===== config.mk =====
export PLATFORM = sky130hd
export DESIGN_NAME = prog_sequencer
export DESIGN_NICKNAME = d
export VERILOG_FILES = /design/src/rtl/prog_sequencer.sv
export SDC_FILE = /design/constraint.sdc
export NUM_CORES = 1
export LEC_CHECK = 0
export CAP_MARGIN = 10
export CORE_MARGIN = 2
export CORE_UTILIZATION = 45
export DETAILED_ROUTE_END_ITERATION = 7
export PLACE_DENSITY = 0.67
export SYNTH_ARGS = -nofsm -noshare
export SYNTH_HDL_FRONTEND = slang
export SYNTH_SLANG_ARGS = --single-unit

===== constraint.sdc =====
create_clock -name Clk -period 5.1 [get_ports Clk]
set_input_delay 1.02 -clock Clk [delete_from_list [all_inputs] [get_ports Clk]]
set_output_delay 1.02 -clock Clk [all_outputs]
set_load 0.01 [all_outputs]

===== src/rtl/prog_sequencer.sv =====
// Program sequencer: launches a program from a writable entry table, then steps
// the program counter (increment, PC-relative branch or halt) while counting run cycles.
module prog_sequencer #(
    parameter int PCW   = 10,
    parameter int OFFW  = 5,
    parameter int NPROG = 4,
    parameter int CW    = 16,
    localparam int SW   = (NPROG > 1) ? $clog2(NPROG) : 1
) (
    input  logic            Clk,
    input  logic            Reset,
    input  logic            Start,
    input  logic [SW-1:0]   ProgSel,
    input  logic            EntryWe,
    input  logic [SW-1:0]   EntryIdx,
    input  logic [PCW-1:0]  EntryAddr,
    input  logic            BranchEn,
    input  logic            ConditionBranch,
    input  logic            GE_Flag,
    input  logic [OFFW-1:0] BranchOffset,
    input  logic            Halt,
    output logic [PCW-1:0]  ProgCtr,
    output logic            Ack,
    output logic            Busy,
    output logic [CW-1:0]   CycleCt,
    output logic [1:0]      state_dbg
);

    typedef enum logic [1:0] {
        IDLE   = 2'd0,
        LAUNCH = 2'd1,
        RUN    = 2'd2,
        DONE   = 2'd3
    } state_t;

    // Reset spreads the slots evenly over the address space.
    localparam logic [63:0] STEP = (64'd1 << PCW) / 64'(NPROG);

    state_t           state;
    logic [PCW-1:0]   entry [NPROG];
    logic [PCW-1:0]   launch_addr;
    logic [PCW-1:0]   off_ext;
    logic             taken;

    always_comb begin
        launch_addr = entry[0];
        if (32'(ProgSel) < NPROG) begin
            launch_addr = entry[ProgSel];
        end
    end

    assign off_ext   = {{(PCW-OFFW){BranchOffset[OFFW-1]}}, BranchOffset};
    assign taken     = BranchEn && (!ConditionBranch || GE_Flag);
    assign state_dbg = state;

    always_ff @(posedge Clk) begin
        if (Reset) begin
            state   <= IDLE;
            ProgCtr <= '0;
            CycleCt <= '0;
            Ack     <= 1'b0;
            Busy    <= 1'b0;
            for (int i = 0; i < NPROG; i++) begin
                entry[i] <= PCW'(64'(i) * STEP);
            end
        end else begin
            // Launches below read launch_addr, i.e. the table contents before this write.
            if (EntryWe && (32'(EntryIdx) < NPROG)) begin
                entry[EntryIdx] <= EntryAddr;
            end

            if (Start) begin
                state   <= LAUNCH;
                ProgCtr <= launch_addr;
                CycleCt <= '0;
                Ack     <= 1'b0;
                Busy    <= 1'b0;
            end else begin
                case (state)
                    LAUNCH: begin
                        state <= RUN;
                        Busy  <= 1'b1;
                    end
                    RUN: begin
                        if (Halt) begin
                            state <= DONE;
                            Ack   <= 1'b1;
                            Busy  <= 1'b0;
                        end else begin
                            if (taken) begin
                                ProgCtr <= ProgCtr + off_ext;
                            end else begin
                                ProgCtr <= ProgCtr + PCW'(1);
                            end
                            if (CycleCt != {CW{1'b1}}) begin
                                CycleCt <= CycleCt + CW'(1);
                            end
                        end
                    end
                    default: begin
                        state <= state;
                    end
                endcase
            end
        end
    end

endmodule

==> reports/results.tsv, run 1 <==
stage	metric	value	unit
detailed_routing	drc_errors	0	
layout	finalNetCount	403	
run_status	status	completed	
yosys	synth_edf_count	40	
floorplanning	die_h	92.0	um
placement	gp_congestion	0.854	
placement	place_ws	1.03	ns
sta	fin_tns_setup	0	ns
worst_setup_path	slowest_stage	clkdlybuf4s50_1	
worst_setup_path	reg2reg_depth	7	
floorplanning	start_util	0.458	
placement	io_buffers	56	
yosys	ys_async_sr_fraction	0	
yosys	synth-seq-cells	70	
global_route	grt_usage	0.189	
detailed_routing	vias	2562	
worst_setup_path	start_kind	input pin	
clock_network	cts.clk_slew.worst_paths	0.07	ns
clock_network	postCtsSetupBuffers	0	
sta	fmax	267	MHz
clock_network	h-tree-depth	3	
worst_setup_path	timing.critical_path.cells	clkdlybuf4s50_1 -> nand2b_1 -> nand3b_1 -> ha_1 -> fa_1 -> a21o_1 -> a21oi_1 -> mux2_2 -> or3_1 -> a311oi_1	
worst_setup_path	crit_family	compound AO/OA/AOI/OAI gates	
floorplanning	dieArea	0.00846	mm2
layout	stdcell_area	0.00434	mm2
pwr	leakage	1.45	nW
global_route	overflow	0	
yosys	netlist_area	0.00348	mm2
floorplanning	die_width	92.0	um
layout	area_delta_synth_final	24.5	%
global_route	grt_max_degree	21	
placement	hpwl	5140	um
clock_network	cts-root-buf	clkbuf_8	
worst_setup_path	reg2reg_from	ProgCtr[0]$_SDFFE_PP0P_	
worst_setup_path	worstPathMaxFanout	8	
sta	period_needed	3.74	ns
yosys	synth_seq_area_share	0.517	
yosys	synthDistinctLibCells	44	
worst_setup_path	path_buf_inv	1	
detailed_routing	met3WireLength	335	um
yosys	synth.net_count	346	
detailed_routing	routed_via_density	5.37	
sta	finalHoldWorstSlack	0.522	ns
floorplanning	rows	32	
worst_setup_path	r2r_end	ProgCtr[6]$_SDFFE_PP0P_	
hold_path	whs_path_depth	2	
detailed_routing	drtIter0Drc	86	
floorplanning	ios	57	
floorplanning	core_area	0.00761	mm2
clock_network	hold_buffers	0	
yosys	synthFlopType	edfxtp_1	
hold_path	hold_class	flop to flop	
worst_setup_path	critPathKind	input pin to flop	
clock_network	clock_path_buffers	2	
detailed_routing	ant_nets	0	
detailed_routing	finalWirelength	7370	um
detailed_routing	wire_per_inst	15.5	um
worst_setup_path	r2r_slack	2.54	ns
worst_setup_path	crit_arrival	3.99	ns
sta	rsz0062_at_grt	no	
worst_setup_path	path_depth	10	
worst_setup_path	critPathCapture	ProgCtr[6]$_SDFFE_PP0P_	
sta	skew	0.00749	ns
worst_setup_path	crit_required	5.35	ns
worst_setup_path	cpPeakStageDelay	0.47	ns
layout	fin_cells	477	
global_route	grt_pass1_wl	12400	um
sta	fin_ws	1.36	ns
yosys	syn_avg_cell_area	11.1	um2
sta	hold_viol	0	
worst_setup_path	cp-startpoint	GE_Flag	
yosys	yosys_warnings	0	
layout	utilization	0.570	
sta	drv_slew	0	
worst_setup_path	end_kind	flop	
detailed_routing	wl_met2	3500	um
clock_network	cts.sinks	70	
sta	fin_crit_sh	0.734	
yosys	synth_cells	313	
detailed_routing	firstDrtPassIters	4	
placement	postPlaceCellArea	0.00415	mm2
clock_network	post_cts_resized	0	
pwr	report.power.total	1.22	mW
sta	finalSetupViolCount	0	
detailed_routing	highest_layer	met4	
sta	tightestPinTransition	0.735	ns
detailed_routing	wl_met1	3430	um
clock_network	clk_latency	0.35	ns
global_route	antenna_found_initial	0	
clock_network	cts_made_buffers	9	
layout	fill_cells	658	
placement	dp_cells	461	
sta	slew_headroom	0.509	
layout	drive_above_1_share	0.0960	
run	max-cap-violations	0	
global_route	first_global_vias	2520	
clock_network	cts_tree	yes	
layout	insertedDiodeCount	0	
pwr	peakVddDrop	154	uV
pwr	powerDensity	282	mW/mm2
==> synthesized netlist by cell type (2+ instances only) <==
library cell / n / area [um2]
ha_1: 5 / 62.6
nor3_1: 7 / 35.0
nand2b_1: 6 / 37.5
or3_1: 3 / 18.8
dfxtp_1: 30 / 601
or2_2: 4 / 25.0
o2111ai_1: 2 / 17.5
nand4_1: 7 / 43.8
a21oi_1: 8 / 40.0
edfxtp_1: 40 / 1200
o21ai_0: 6 / 30.0
nand2_1: 13 / 48.8
a311oi_1: 4 / 35.0
o211ai_1: 2 / 15.0
mux4_2: 10 / 225
nor3b_1: 6 / 45.0
clkbuf_1: 12 / 45.0
inv_1: 4 / 15.0
nand3_1: 5 / 25.0
and2_1: 38 / 238
nor4_1: 4 / 25.0
a21o_1: 2 / 15.0
nor2b_1: 3 / 18.8
and3_1: 7 / 43.8
xnor2_1: 18 / 158
buf_2: 2 / 10.0
mux2i_1: 6 / 60.1
a211oi_1: 9 / 67.6
a2111oi_0: 2 / 17.5
nor2_1: 34 / 128
==> final cells by class <==
cell class | count | area, um2 | share of cell area
sequential | 70 | 1800 | 0.416
multi-input combinational | 225 | 1610 | 0.371
timing repair buffer | 60 | 591 | 0.136
clock buffer | 10 | 128 | 0.0294
tap | 102 | 128 | 0.0294
clock inverter | 6 | 62.6 | 0.0144
inverter | 4 | 15.0 | 0.00346
==> cells by family (layout without fill, tap and decap cells) <==
kind of cell / count (synthesis) / count (layout) / synth area share
compound gates: 41 / 41 / 0.0837
xor+xnor: 19 / 19 / 0.0478
fa+ha+maj: 6 / 6 / 0.0237
buf+inv: 18 / 80 / 0.0201
flops: 70 / 70 / 0.517
mux: 17 / 17 / 0.0852
simple gates: 142 / 142 / 0.222
==> tightest hold or removal path, cell delays in order (launching register included) <==
cell      delay (ns)
dfxtp_1         0.34
nand2_1         0.06
a311oi_1        0.08
==> report_power, final <==
part           leakage, nW  internal, mW  switching [mW]
logic                0.724        0.0724          0.0654
registers            0.634         0.629          0.0173
clock network       0.0899         0.224           0.215
total                 1.45         0.926           0.297
==> sequential cells by signal (all words and copies together), names as in the netlist <==
register / flops
Ack: 1
Busy: 1
CycleCt: 16
ProgCtr: 10
entry: 40
state_dbg: 2
==> worst min-delay path by stage <==
stage                                  startpoint                 endpoint  slack (ns)
after global placement          Busy$_SDFFE_PP0P_        Busy$_SDFFE_PP0P_        0.50
after CTS                 ProgCtr[0]$_SDFFE_PP0P_  ProgCtr[0]$_SDFFE_PP0P_        0.53
after floorplan           ProgCtr[0]$_SDFFE_PP0P_  ProgCtr[0]$_SDFFE_PP0P_        0.52
final                     ProgCtr[0]$_SDFFE_PP0P_  ProgCtr[0]$_SDFFE_PP0P_        0.52
after detailed placement  ProgCtr[0]$_SDFFE_PP0P_  ProgCtr[0]$_SDFFE_PP0P_        0.51
after global routing      ProgCtr[0]$_SDFFE_PP0P_  ProgCtr[0]$_SDFFE_PP0P_        0.54
==> routing by layer <==
| layer | global-route usage | vias to the layer above |
|---|---|---|
| met5 | 0 | - |
| met4 | 0.0709 | 0 |
| met3 | 0.0394 | 13 |
| met2 | 0.310 | 71 |
| met1 | 0.248 | 1211 |
| li1 | - | 1267 |
==> cell usage in the layout (no fill, tap or decap), types with 3 or more instances in the layout <==
cell             count
nor4_1               4
inv_1                4
mux2i_1              6
mux4_2              10
or2_2                4
nor3b_1              6
nor2_1              34
clkdlybuf4s50_1     56
nand2b_1             6
nand4_1              7
xnor2_1             18
nor2b_1              3
a311oi_1             4
nand3_1              5
dfxtp_1             30
a21oi_1              8
a211oi_1             9
ha_1                 5
and2_1              38
or3_1                3
edfxtp_1            40
nor3_1               7
nand2_1             13
clkbuf_8             9
buf_4                4
and3_1               7
o21ai_0              6
(Power assumes the default switching activity.)
==> inputs of run 2 (changes only) <==
--- a/config.mk
+++ b/config.mk
@@ -9,7 +9,7 @@
 export CORE_MARGIN = 2
 export CORE_UTILIZATION = 45
 export DETAILED_ROUTE_END_ITERATION = 7
-export PLACE_DENSITY = 0.67
+export PLACE_DENSITY = 0.7
 export SYNTH_ARGS = -nofsm -noshare
 export SYNTH_HDL_FRONTEND = slang
 export SYNTH_SLANG_ARGS = --single-unit
==> constraint.sdc (replaced) <==
create_clock -name Clk -period 3.2 [get_ports Clk]
set_input_delay 0.64 -clock Clk [delete_from_list [all_inputs] [get_ports Clk]]
set_output_delay 0.64 -clock Clk [all_outputs]
set_load 0.01 [all_outputs]
==> run 2 against run 1 <==
Net effect: register-to-register slack got worse by 1.7 ns; combinational power increased by 65%; via count decreased by 0.35%; design area increased by 0.61%; clock power increased by 36%; clock skew decreased by 0.0012 ns; hold slack improved by 0.013 ns; flip-flop and latch count unchanged; clock-buffer cell count unchanged; die area unchanged; sequential power increased by 59%.
==> reports/results.tsv, run 2 (synthesized netlist as in run 1, its figures left out) <==
stage	metric	value	unit	change
hold_path	whs_endpoint	ProgCtr[0]$_SDFFE_PP0P_		
detailed_routing	wire_per_inst	15.2	um	-1.6%
pwr	report.power.total	1.85	mW	+52%
hold_path	whs_path_depth	2		unchanged
hold_path	hold_start	ProgCtr[0]$_SDFFE_PP0P_		
placement	io_buffers	56		unchanged
layout	reg.largest.list	entry x40, CycleCt x16, ProgCtr x10		
detailed_routing	drc_errors	0		unchanged
global_route	grt_pass1_wl	12200	um	-1.2%
placement	gp_congestion	0.866		+1.4%
floorplanning	rows	32		unchanged
layout	regMostFlops	entry		
layout	insertedDiodeCount	0		unchanged
layout	fill_cells	671		+2.0%
worst_setup_path	crit_required	3.45	ns	-1.90 ns
global_route	grt_max_degree	21		unchanged
clock_network	cts.clk_slew.worst_paths	0.07	ns	about the same
worst_setup_path	worstPathMaxFanout	3		-5
sta	tightestPinTransition	0.706	ns	-0.0289 ns
pwr	p_int	1.40	mW	+51%
sta	rsz0062_at_grt	no		
detailed_routing	routed_via_density	5.26		-2.0%
clock_network	cts-root-buf	clkbuf_8		
pwr	peakVddDrop	242	uV	+57%
clock_network	cts.sinks	70		unchanged
detailed_routing	vias	2553		-0.35%
run_status	status	completed		
placement	hpwl	5230	um	+1.6%
layout	multi_input_area	0.00161	mm2	unchanged
worst_setup_path	reg2reg_from	ProgCtr[0]$_SDFFE_PP0P_		
worst_setup_path	end_kind	flop		
worst_setup_path	timing.critical_path.cells	clkdlybuf4s50_1 -> nand2b_1 -> nand3b_1 -> ha_1 -> fa_1 -> a21o_1 -> a21oi_1 -> mux2_2 -> or3_1 -> a311oi_1		
clock_network	hold_buffers	0		unchanged
floorplanning	core_area	0.00761	mm2	unchanged
layout	fin_cells	485		+1.7%
clock_network	cts_made_buffers	9		unchanged
placement	dp_cells	469		+1.7%
clock_network	postCtsSetupBuffers	0		unchanged
run	max-cap-violations	0		unchanged
layout	mostFrequentLayoutCells	clkdlybuf4s50_1 (56), edfxtp_1 (40), and2_1 (38)		
hold_path	hold_class	flop to flop		
pwr	clkPwrFrac	0.321		-0.038
floorplanning	dieArea	0.00846	mm2	unchanged
sta	slew_headroom	0.529		+0.0198
global_route	antenna_found_initial	0		unchanged
pwr	p_switching	458	uW	+54%
sta	period_needed	3.00	ns	
worst_setup_path	r2r_end	ProgCtr[6]$_SDFFE_PP0P_		
worst_setup_path	start_kind	input pin		
clock_network	post_cts_resized	0		unchanged
detailed_routing	drtIter0Drc	123		+43%
floorplanning	start_util	0.458		unchanged
sta	fin_crit_sh	0.938		
worst_setup_path	slowest_stage	clkdlybuf4s50_1		
sta	drv_slew	0		unchanged
placement	postPlaceCellArea	0.00421	mm2	+1.4%
clock_network	clk_latency	0.34	ns	about the same
floorplanning	die_h	92.0	um	unchanged
clock_network	h-tree-depth	3		unchanged
floorplanning	die_width	92.0	um	unchanged
sta	fin_tns_setup	0	ns	unchanged
layout	drive_above_1_share	0.110		+0.0137
sta	skew	0.00630	ns	-0.00118 ns
worst_setup_path	r2r_slack	0.84	ns	-1.70 ns
detailed_routing	ant_nets	0		unchanged
detailed_routing	finalWirelength	7380	um	about the same
worst_setup_path	reg2reg_depth	7		unchanged
layout	finalNetCount	411		+2.0%
layout	regArea	0.00180	mm2	unchanged
global_route	overflow	0		unchanged
sta	finalSetupViolCount	0		unchanged
clock_network	clock_path_buffers	2		unchanged
worst_setup_path	crit_arrival	3.26	ns	-0.73 ns
floorplanning	ios	57		unchanged
layout	area_delta_synth_final	25.3	%	
global_route	first_global_vias	2456		-2.5%
worst_setup_path	critPathKind	input pin to flop		
worst_setup_path	cpPeakStageDelay	0.47	ns	about the same
pwr	switching_share	0.247		+0.00379
clock_network	cts_tree	yes		
pwr	leakage	1.47	nW	+1.9%
pwr	comb_power_share	0.123		+0.010
sta	fmax	333	MHz	
layout	largest_reg_flops	40		unchanged
pwr	seq_power_share	0.556		+0.027
layout	final_common_cell	clkdlybuf4s50_1		
sta	hold_viol	0		unchanged
layout	stdcell_area	0.00436	mm2	+0.61%
detailed_routing	firstDrtPassIters	4		unchanged
pwr	powerDensity	425	mW/mm2	+51%
global_route	grt_usage	0.186		-0.00311
[run 2: per-layer routing]
metal,vias up,wire (um),global-route usage
met5,-,0,0
met4,0,52,0.0485
met3,5,320,0.0501
met2,55,3530,0.306
met1,1216,3470,0.245
li1,1277,-,-
[run 2: worst max-delay path, delay by kind of cell]
kind	cells	cell delay, ns
mux	1	0.37
buf+inv	1	0.47
fa+ha+maj	2	0.62
compound gates	3	0.63
simple gates	3	0.54
[run 2: worst max path at each step]
| stage | start | to | cells past startpoint |
|---|---|---|---|
| final | GE_Flag | ProgCtr[6]$_SDFFE_PP0P_ | 10 |
| after detailed placement | GE_Flag | ProgCtr[6]$_SDFFE_PP0P_ | 10 |
| after floorplan | GE_Flag | ProgCtr[6]$_SDFFE_PP0P_ | 9 |
| after global placement | GE_Flag | ProgCtr[6]$_SDFFE_PP0P_ | 10 |
| after CTS | GE_Flag | ProgCtr[6]$_SDFFE_PP0P_ | 10 |
| after global routing | GE_Flag | ProgCtr[6]$_SDFFE_PP0P_ | 10 |
[run 2: cell type report]
cell class / count / area share
clock inverter: 6 / 0.00660
timing repair buffer: 68 / 0.149
inverter: 4 / 0.00344
tap: 102 / 0.0293
sequential: 70 / 0.413
clock buffer: 10 / 0.0293
multi-input combinational: 225 / 0.369
[run 2: through the flow]
stage	hold WS (ns)	utilization	setup slack (ns)
3_3_place_gp	0.505	0.553	-0.0912
6_report	0.535	0.573	0.198
2_1_floorplan	0.518	-	0.230
5_1_grt	0.551	0.573	0.000114
3_5_place_dp	0.516	0.553	-0.152
4_1_cts	0.534	0.573	0.202
[run 2: power groups by stage]
stage                     sequential [mW]  clock [mW]  combinational, mW
after floorplan                      1.05           0              0.120
final                                1.03       0.596              0.228
after global placement               1.05           0              0.227
after global routing                 1.04       0.651              0.249
after detailed placement             1.05           0              0.229
after CTS                            1.03       0.606              0.230
==> inputs of run 3 (changes only) <==
--- a/config.mk
+++ b/config.mk
@@ -10,6 +10,7 @@
 export CORE_UTILIZATION = 45
 export DETAILED_ROUTE_END_ITERATION = 7
 export PLACE_DENSITY = 0.7
+export RECOVER_POWER = 25
 export SYNTH_ARGS = -nofsm -noshare
 export SYNTH_HDL_FRONTEND = slang
 export SYNTH_SLANG_ARGS = --single-unit
==> run 3 against run 2 <==
Net effect: sequential power about the same; combinational power about the same; register-to-register slack about the same; final cell count unchanged; fmax about the same; critical path depth unchanged; clock-buffer cell count unchanged; sequential share of layout area up 0.11 points; critical endpoint unchanged.
==> reports/results.tsv, run 3 (synthesized netlist as in run 1, its figures left out) <==
stage	metric	value	unit	change
sta	rsz0062_at_grt	no		
clock_network	cts_made_buffers	9		unchanged
detailed_routing	ant_nets	0		unchanged
floorplanning	start_util	0.458		unchanged
worst_setup_path	timing.critical_path.cells	clkdlybuf4s50_1 -> nand2b_1 -> nand3b_1 -> ha_1 -> fa_1 -> a21o_1 -> a21oi_1 -> mux2_2 -> or3_1 -> a311oi_1		
sta	fmax	333	MHz	about the same
sta	finalHoldWorstSlack	0.534	ns	-0.00173 ns
floorplanning	core_area	0.00761	mm2	unchanged
worst_setup_path	crit_required	3.46	ns	about the same
pwr	switching_share	0.247		+0.000577
global_route	overflow	0		unchanged
detailed_routing	drtIter0Drc	143		+16%
layout	reg.largest.list	entry x40, CycleCt x16, ProgCtr x10		
hold_path	hold_class	flop to flop		
pwr	leakage	1.45	nW	-1.7%
layout	regMostFlops	entry		
run	max-cap-violations	0		unchanged
layout	area_delta_synth_final	24.9	%	
worst_setup_path	path_buf_inv	1		unchanged
sta	tightestPinTransition	1.12	ns	+0.419 ns
detailed_routing	wire_per_inst	15.2	um	about the same
floorplanning	dieArea	0.00846	mm2	unchanged
global_route	grt.busiest_layer	met2		
detailed_routing	finalWirelength	7380	um	about the same
worst_setup_path	slowest_stage	clkdlybuf4s50_1		
global_route	grt_pass1_wl	12200	um	unchanged
pwr	p_switching	459	uW	+0.17%
detailed_routing	vias	2541		-0.47%
sta	finalSetupViolCount	0		unchanged
run_status	status	completed		
floorplanning	die_width	92.0	um	unchanged
placement	io_buffers	56		unchanged
sta	fin_tns_setup	0	ns	unchanged
layout	final_common_cell	clkdlybuf4s50_1		
worst_setup_path	crit_family	compound AO/OA/AOI/OAI gates		
pwr	peakVddDrop	241	uV	-0.65%
layout	drive_above_1_share	0.0966		-0.0131
floorplanning	rows	32		unchanged
clock_network	cts.sinks	70		unchanged
global_route	first_global_vias	2456		unchanged
global_route	met2_usage	0.306		unchanged
global_route	grt_use_met1	0.245		unchanged
worst_setup_path	worstPathMaxFanout	3		unchanged
clock_network	clk_latency	0.34	ns	about the same
sta	hold_viol	0		unchanged
sta	drv_slew	0		unchanged
pwr	comb_power_share	0.122		about the same
sta	slew_headroom	0.250		-0.278
clock_network	cts-root-buf	clkbuf_8		
clock_network	post_cts_resized	0		unchanged
worst_setup_path	cpPeakStageDelay	0.47	ns	about the same
sta	period_needed	3.00	ns	-0.000579 ns
global_route	grt_max_degree	21		unchanged
clock_network	hold_buffers	0		unchanged
clock_network	postCtsSetupBuffers	0		unchanged
layout	mostFrequentLayoutCells	clkdlybuf4s50_1 (54), edfxtp_1 (40), nor2_1 (34)		
global_route	antenna_found_initial	0		unchanged
sta	skew	0.00745	ns	+0.00115 ns
pwr	p_int	1.39	mW	-0.14%
floorplanning	die_h	92.0	um	unchanged
pwr	clkPwrFrac	0.322		about the same
clock_network	h-tree-depth	3		unchanged
floorplanning	ios	57		unchanged
detailed_routing	routed_via_density	5.24		-0.47%
worst_setup_path	start_kind	input pin		
sta	fin_crit_sh	0.938		about the same
placement	gp_congestion	0.866		unchanged
detailed_routing	firstDrtPassIters	4		unchanged
worst_setup_path	end_kind	flop		
worst_setup_path	critPathKind	input pin to flop		
pwr	powerDensity	426	mW/mm2	+0.20%
clock_network	cts_tree	yes		
clock_network	cts.clk_slew.worst_paths	0.07	ns	about the same
layout	finalNetCount	411		unchanged
layout	largest_reg_flops	40		unchanged
detailed_routing	drc_errors	0		unchanged
worst_setup_path	crit_arrival	3.26	ns	about the same
placement	hpwl	5230	um	unchanged
global_route	grt_usage	0.186		unchanged
layout	insertedDiodeCount	0		unchanged
clock_network	clock_path_buffers	2		unchanged
pwr	seq_power_share	0.556		about the same
global_route	met3_usage	0.0501		unchanged
==> run 3: worst paths after layout <==
check | startpoint | end | slack [ns] | cells past startpoint
worst max-delay path | GE_Flag | ProgCtr[6]$_SDFFE_PP0P_ | 0.20 | 10
worst min-delay path | ProgCtr[0]$_SDFFE_PP0P_ | ProgCtr[0]$_SDFFE_PP0P_ | 0.53 | 2
worst min register to register | ProgCtr[0]$_SDFFE_PP0P_ | ProgCtr[0]$_SDFFE_PP0P_ | 0.53 | 2
worst max register to register | ProgCtr[0]$_SDFFE_PP0P_ | ProgCtr[6]$_SDFFE_PP0P_ | 0.84 | 7
==> run 3: worst min-delay path, delay by kind of cell, from the launching register on <==
kind	cells	cell delay (ns)
AND/OR/NAND/NOR	1	0.07
flip-flops	1	0.35
AO/OA/AOI/OAI	1	0.08
==> run 3: layout make-up <==
class                      count  area (um2)
clock buffer                  10         128
clock inverter                 6        28.8
fill                         673        3260
inverter                       4        15.0
multi-input combinational    225        1610
sequential                    70        1800
tap                          102         128
timing repair buffer          68         639
==> run 3: power groups by stage <==
stage	clock network (mW)	logic, mW	registers, mW
after floorplan	0	0.120	1.05
after global placement	0	0.227	1.05
after detailed placement	0	0.229	1.05
after CTS	0.606	0.230	1.03
after global routing	0.651	0.247	1.04
final	0.596	0.226	1.03
==> run 3: per-layer routing <==
metal	vias up	share of wire
met1	1201	0.47
met5	-	0
met3	5	0.043
li1	1279	-
met4	0	0.0070
met2	56	0.48
==> run 3: per-stage QoR <==
stage               area (um2)   util  worst slack, ns  std cells  total power [mW]
detailed placement        4210  0.553           -0.152        469              1.28
global placement          4210  0.553          -0.0912        469              1.27
CTS                       4360  0.573            0.202        485              1.87
floorplan                 3480      -            0.230        313              1.17
finish                    4350  0.572            0.199        485              1.85
global route              4350  0.572         0.000114        485              1.94
==> RTL change 1 (config.mk and constraints of run 3) <==
Register the input `BranchOffset` before use. The logic sees it one clock later. The other inputs are not delayed to match.
--- a/src/rtl/prog_sequencer.sv
+++ b/src/rtl/prog_sequencer.sv
@@ -38,2 +38,8 @@
 
+    logic [OFFW-1:0] BranchOffset_q;
+
+    always_ff @(posedge Clk) begin
+        BranchOffset_q <= BranchOffset;
+    end
+
     state_t           state;
@@ -51,3 +57,3 @@
 
-    assign off_ext   = {{(PCW-OFFW){BranchOffset[OFFW-1]}}, BranchOffset};
+    assign off_ext   = {{(PCW-OFFW){BranchOffset_q[OFFW-1]}}, BranchOffset_q};
     assign taken     = BranchEn && (!ConditionBranch || GE_Flag);
Formal check against the unedited RTL: not equivalent (a bounded check fails within 4 cycles, from zero or initial values and one cycle with Reset high).
==> RTL change 1 against run 3 <==
Total power rose by 13%. Sequential power rose by 7%. Synthesized area rose by 4.3%. Routed wire length rose by 2.7%. Setup slack improved by 0.046 ns. Design area rose by 3.8%. Sequential cell count rose by 5. Critical path depth did not move. Critical endpoint unchanged.
==> RTL change 1: results (changes against run 3) <==
- Status: complete, no violations
- Number of diodes: 0 (unchanged)
- Pre-antenna DRT Iters: 5 (+1)
- Routability Congestion: 0.9208 (+6.3%)
- Crit path largest cell delay: 0.57 ns (+0.10 ns)
- Fin. Hold Viols: 0 (unchanged)
- Largest delay share family, worst path: compound AO/OA/AOI/OAI gates
- Int Pwr: 1.564 mW (+12%)
- Synth cell count leaders: edfxtp_1 (40), and2_1 (37), dfxtp_1 (35)
- Post-CTS Repair Setup Buffers: 0 (unchanged)
- PostCTS Resize Cnt: 0 (unchanged)
- Number of flops mapped to enable cells by yosys: 40 (unchanged)
- Post-synthesis sequential area ratio: 52.36% (+0.62 points)
- GRT Util Overall: 18.13% (-0.47 points)
- Post-DP HPWL: 5320 um (+1.8%)
- Slowest CP cell: a2111oi_0
- DR vias/cell: 5.415 (+3.4%)
- CTS buffer count: 9 (unchanged)
- CP arrival: 3.21 ns (-0.05 ns)
- Ranking of synthesized cells by area: edfxtp_1 (33%), dfxtp_1 (19%), and2_1 (6.4%)
- Initial DRC Count: 89 (-38%)
- Cell variety after synth: 45 (+2.3%)
- P_leak: 1.520 nW (+4.9%)
- Clock Latency Late Sink: 0.36 ns (+0.02 ns)
- Setup Skew: 0.01183 ns (+0.004377 ns)
- H-tree levels: 3 (unchanged)
- Global-route wire length before repair: 12,220 um (+0.11%)
- Peak VDD IR: 0.0002702 V (+12%)
- Wire per inst: 15.28 um (+0.45%)
- Worst slew pin tran: 0.9181 ns (-0.2065 ns)
- Fillers: 686 (+1.9%)
- Clock Path Buffers: 2 (unchanged)
- Mapped Nets: 363 (+4.9%)
- Share of post-route cells with drive strength above 1: 10.15% (+0.49 points)
- IO buf count: 56 (unchanged)
- Largest net degree at the start of global routing: 22 (+4.8%)
- Root Driver: clkbuf_8
- Worst Hold Class: reg -> reg
- Nets: 422 (+2.7%)
- Yosys warning count: 0 (unchanged)
- CP max FO: 3 (unchanged)
- Antenna violations before repair: 0 (unchanged)
- Vias in the first global route: 2,522 (+2.7%)
- Biggest regs: entry x40, CycleCt x16, ProgCtr x10
[RTL change 1: changes by cell type after synthesis, sizes merged, moves of 4 or more]
cell / change
and3: -4
dfxtp: +5
nand3: +4
nor4: +5
[RTL change 1: layout make-up]
| type | count | share of cell area [%] |
|---|---|---|
| Sequential cell | 75 | 42.12 |
| Multi-Input combinational cell | 231 | 36.27 |
| Timing Repair Buffer | 65 | 13.66 |
| Tap cell | 102 | 2.826 |
| Clock buffer | 9 | 2.743 |
| Clock inverter | 7 | 1.801 |
| Inverter | 7 | 0.5819 |
[RTL change 1: final timing paths]
path                                        start    endpoint  slack (ns)  cells past startpoint
worst min-delay path                          Ack         Ack        0.49                      2
worst max register to register  BranchOffset_q[0]  ProgCtr[6]        0.81                      8
worst max-delay path                      GE_Flag  ProgCtr[6]        0.24                     10
worst min register to register                Ack         Ack        0.49                      2
[RTL change 1: cells by family (layout without fill, tap and decap cells)]
logic type      count (synthesis)  in the layout  synth area share [%]
simple gates                  146            146                 22.18
flops                          75             75                 52.36
compound gates                 46             46                 8.749
buf+inv                        24             88                 2.549
xor+xnor                       19             19                 4.581
mux                            14             14                 7.303
fa+ha+maj                       6              6                 2.274
[RTL change 1: power by group through the flow]
stage                     Sequential [mW]  Combinational (mW)  Clock, mW
final                                1.10               0.234      0.757
after global placement               1.12               0.232          0
after global routing                 1.10               0.256      0.809
after floorplan                      1.12               0.133          0
after detailed placement             1.12               0.236          0
after CTS                            1.10               0.238      0.775
[RTL change 1: routing by layer]
metal | vias up | wire, um | track usage (%)
met1 | 1273 | 3392 | 23.47
li1 | 1317 | - | -
met4 | 0 | 110 | 7.246
met2 | 84 | 3629 | 29.23
met3 | 12 | 449 | 4.494
met5 | - | 0 | 0
[RTL change 1: tightest hold or removal path: cells and delay by family, from the launching register on]
family | cells | cell delay, ns
AND/OR/NAND/NOR | 2 | 0.13
flip-flops | 1 | 0.33
[RTL change 1: metrics by stage]
stage               cells  cell area [um2]  setup slack (ns)  util, %
floorplan             330             3632            0.5367        -
global placement      480             4322          -0.01600    55.64
detailed placement    480             4322           -0.1428    55.64
CTS                   496             4527            0.2558    58.28
global route          496             4516           0.07930    58.13
finish                496             4516            0.2449    58.13
==> RTL change 2 (settings of run 3) <==
Without the edit above. The parameter `CW` goes from 16 to 8.
--- a/src/rtl/prog_sequencer.sv
+++ b/src/rtl/prog_sequencer.sv
@@ -6,3 +6,3 @@
     parameter int NPROG = 4,
-    parameter int CW    = 16,
+    parameter int CW    = 8,
     localparam int SW   = (NPROG > 1) ? $clog2(NPROG) : 1
Ports: changed (resized CycleCt); port bits go from 57 to 49. No check against the original RTL was run, so the function may have changed too.
==> RTL change 2 against run 3 <==
Largest cell class unchanged. Synthesized area down 12%. Final cell count down 16%. Critical endpoint unchanged. Total power up 2.0%. Setup slack better by 0.17 ns. Design area down 11%. Routed wire length down 19%. Maximum frequency up 6.0%. Sequential cell count down 8. First-iteration DRC count down 57%.
==> RTL change 2: results (changes against run 3) <==
- CTS buffer count: 9 (unchanged)
- Place WS: 0.04301 ns (+0.1953 ns)
- Peak VDD IR: 0.0002964 V (+23%)
- Worst Hold End: Ack
- Status: complete, no violations
- Antenna violations before repair: 0 (unchanged)
- Fillers: 566 (-16%)
- Clock Latency Late Sink: 0.33 ns
- Nets: 356 (-13%)
- Setup Skew: 0.006207 ns (-0.001245 ns)
- Initial DRC Count: 62 (-57%)
- Rel. slew slack: 43.27% (+18 points)
- Post-CTS Repair Setup Buffers: 0 (unchanged)
- Post-DP HPWL: 4173 um (-20%)
- Vias in the first global route: 2,083 (-15%)
- Ranking of synthesized cells by area: edfxtp_1 (39%), dfxtp_1 (14%), and2_1 (7.6%)
- Hold Path Depth: 2 (unchanged)
- Routability Congestion: 0.7592 (-12%)
- Crit path from: GE_Flag
- Hold path start: Ack
- Critical R2R Launch: ProgCtr[0]
- P_leak: 1.387 nW (-4.3%)
- Biggest regs: entry x40, ProgCtr x10, CycleCt x8
- DR vias/cell: 5.321 (+1.6%)
- DR DRC count: 0 (unchanged)
- Number of diodes: 0 (unchanged)
- Reg2reg setup slack: 1.02 ns (+0.18 ns)
- Post-synthesis sequential area ratio: 53.57% (+1.8 points)
- Synth cell count leaders: edfxtp_1 (40), and2_1 (37), nor2_1 (26)
- Number of flops mapped to enable cells by yosys: 40 (unchanged)
- Main flop type after synthesis: edfxtp_1
- Mapped Nets: 297 (-14%)
- R2R depth: 8 (+1)
- CP max FO: 4 (+1)
- RR Endpoint: ProgCtr[6]
- Final wirelength: 5963 um (-19%)
- H-tree levels: 3 (unchanged)
- Largest net degree at the start of global routing: 20 (-4.8%)
- Clk pin slew, worst setup/hold paths: 0.07 ns (about the same)
- GRT Util Overall: 17.46% (-1.1 points)
- Share of post-route cells with drive strength above 1: 11.28% (+1.6 points)
- Global-route wire length before repair: 9922 um (-19%)
- Yosys warning count: 0 (unchanged)
- IO buf count: 48 (-14%)
- CP arrival: 3.07 ns (-0.19 ns)
- Hold Buf Count CTS: 0 (unchanged)
- Cell variety after synth: 43 (-2.3%)
[RTL change 2: worst max-delay path by stage]
stage | to | slack [ns] | cells after the start
global placement | ProgCtr[6] | 0.07 | 11
detailed placement | ProgCtr[6] | 0.04 | 11
CTS | ProgCtr[6] | 0.38 | 11
global route | ProgCtr[6] | 0.18 | 11
finish | ProgCtr[6] | 0.37 | 11
floorplan | ProgCtr[6] | 0.49 | 9
[RTL change 2: cell families (layout without fill, tap and decap cells)]
logic type / Yosys count / count (layout) / synth area share (%)
flops: 62 / 62 / 53.57
compound gates: 35 / 35 / 7.799
simple gates: 121 / 121 / 22.01
mux: 16 / 16 / 9.310
buf+inv: 14 / 78 / 1.755
xor+xnor: 10 / 10 / 2.859
fa+ha+maj: 6 / 6 / 2.695
[RTL change 2: where the power goes]
| group | internal, mW | total (mW) | leakage (nW) | switching (mW) |
|---|---|---|---|---|
| combinational | 0.121 | 0.223 | 0.709 | 0.102 |
| clock | 0.437 | 0.737 | 0.108 | 0.300 |
| sequential | 0.904 | 0.930 | 0.569 | 0.0260 |
| total | 1.46 | 1.89 | 1.39 | 0.428 |
[RTL change 2: per-stage QoR]
stage,std cells,hold WS (ns),area (um2)
2_1_floorplan,264,0.5047,3064
3_3_place_gp,392,0.4520,3681
3_5_place_dp,392,0.4597,3681
4_1_cts,408,0.4762,3895
5_1_grt,408,0.5282,3880
6_report,408,0.4667,3880
[RTL change 2: layer usage]
layer	GRT usage [%]	vias up	part of all wire (%)
met4	7.670	0	1.4
met2	28.60	53	50
met5	0	-	0
li1	-	1087	-
met1	22.47	1023	45
met3	3.619	8	3.7
[RTL change 2: area by class of cell]
cell class / instances / share of cell area [%]
timing repair buffer: 58 / 13.93
sequential: 62 / 42.31
multi-input combinational: 188 / 35.28
clock inverter: 6 / 2.225
inverter: 4 / 0.3870
clock buffer: 10 / 3.289
tap: 80 / 2.580
[RTL change 2: critical path: stages]
cell and delay [ns]:
clkdlybuf4s50_1 0.47, nand2b_1 0.14, nand3b_1 0.09, ha_1 0.23, fa_1 0.41, a21o_1 0.19
a21oi_1 0.13, buf_4 0.14, mux2i_1 0.08, or3_1 0.31, a311oi_1 0.24
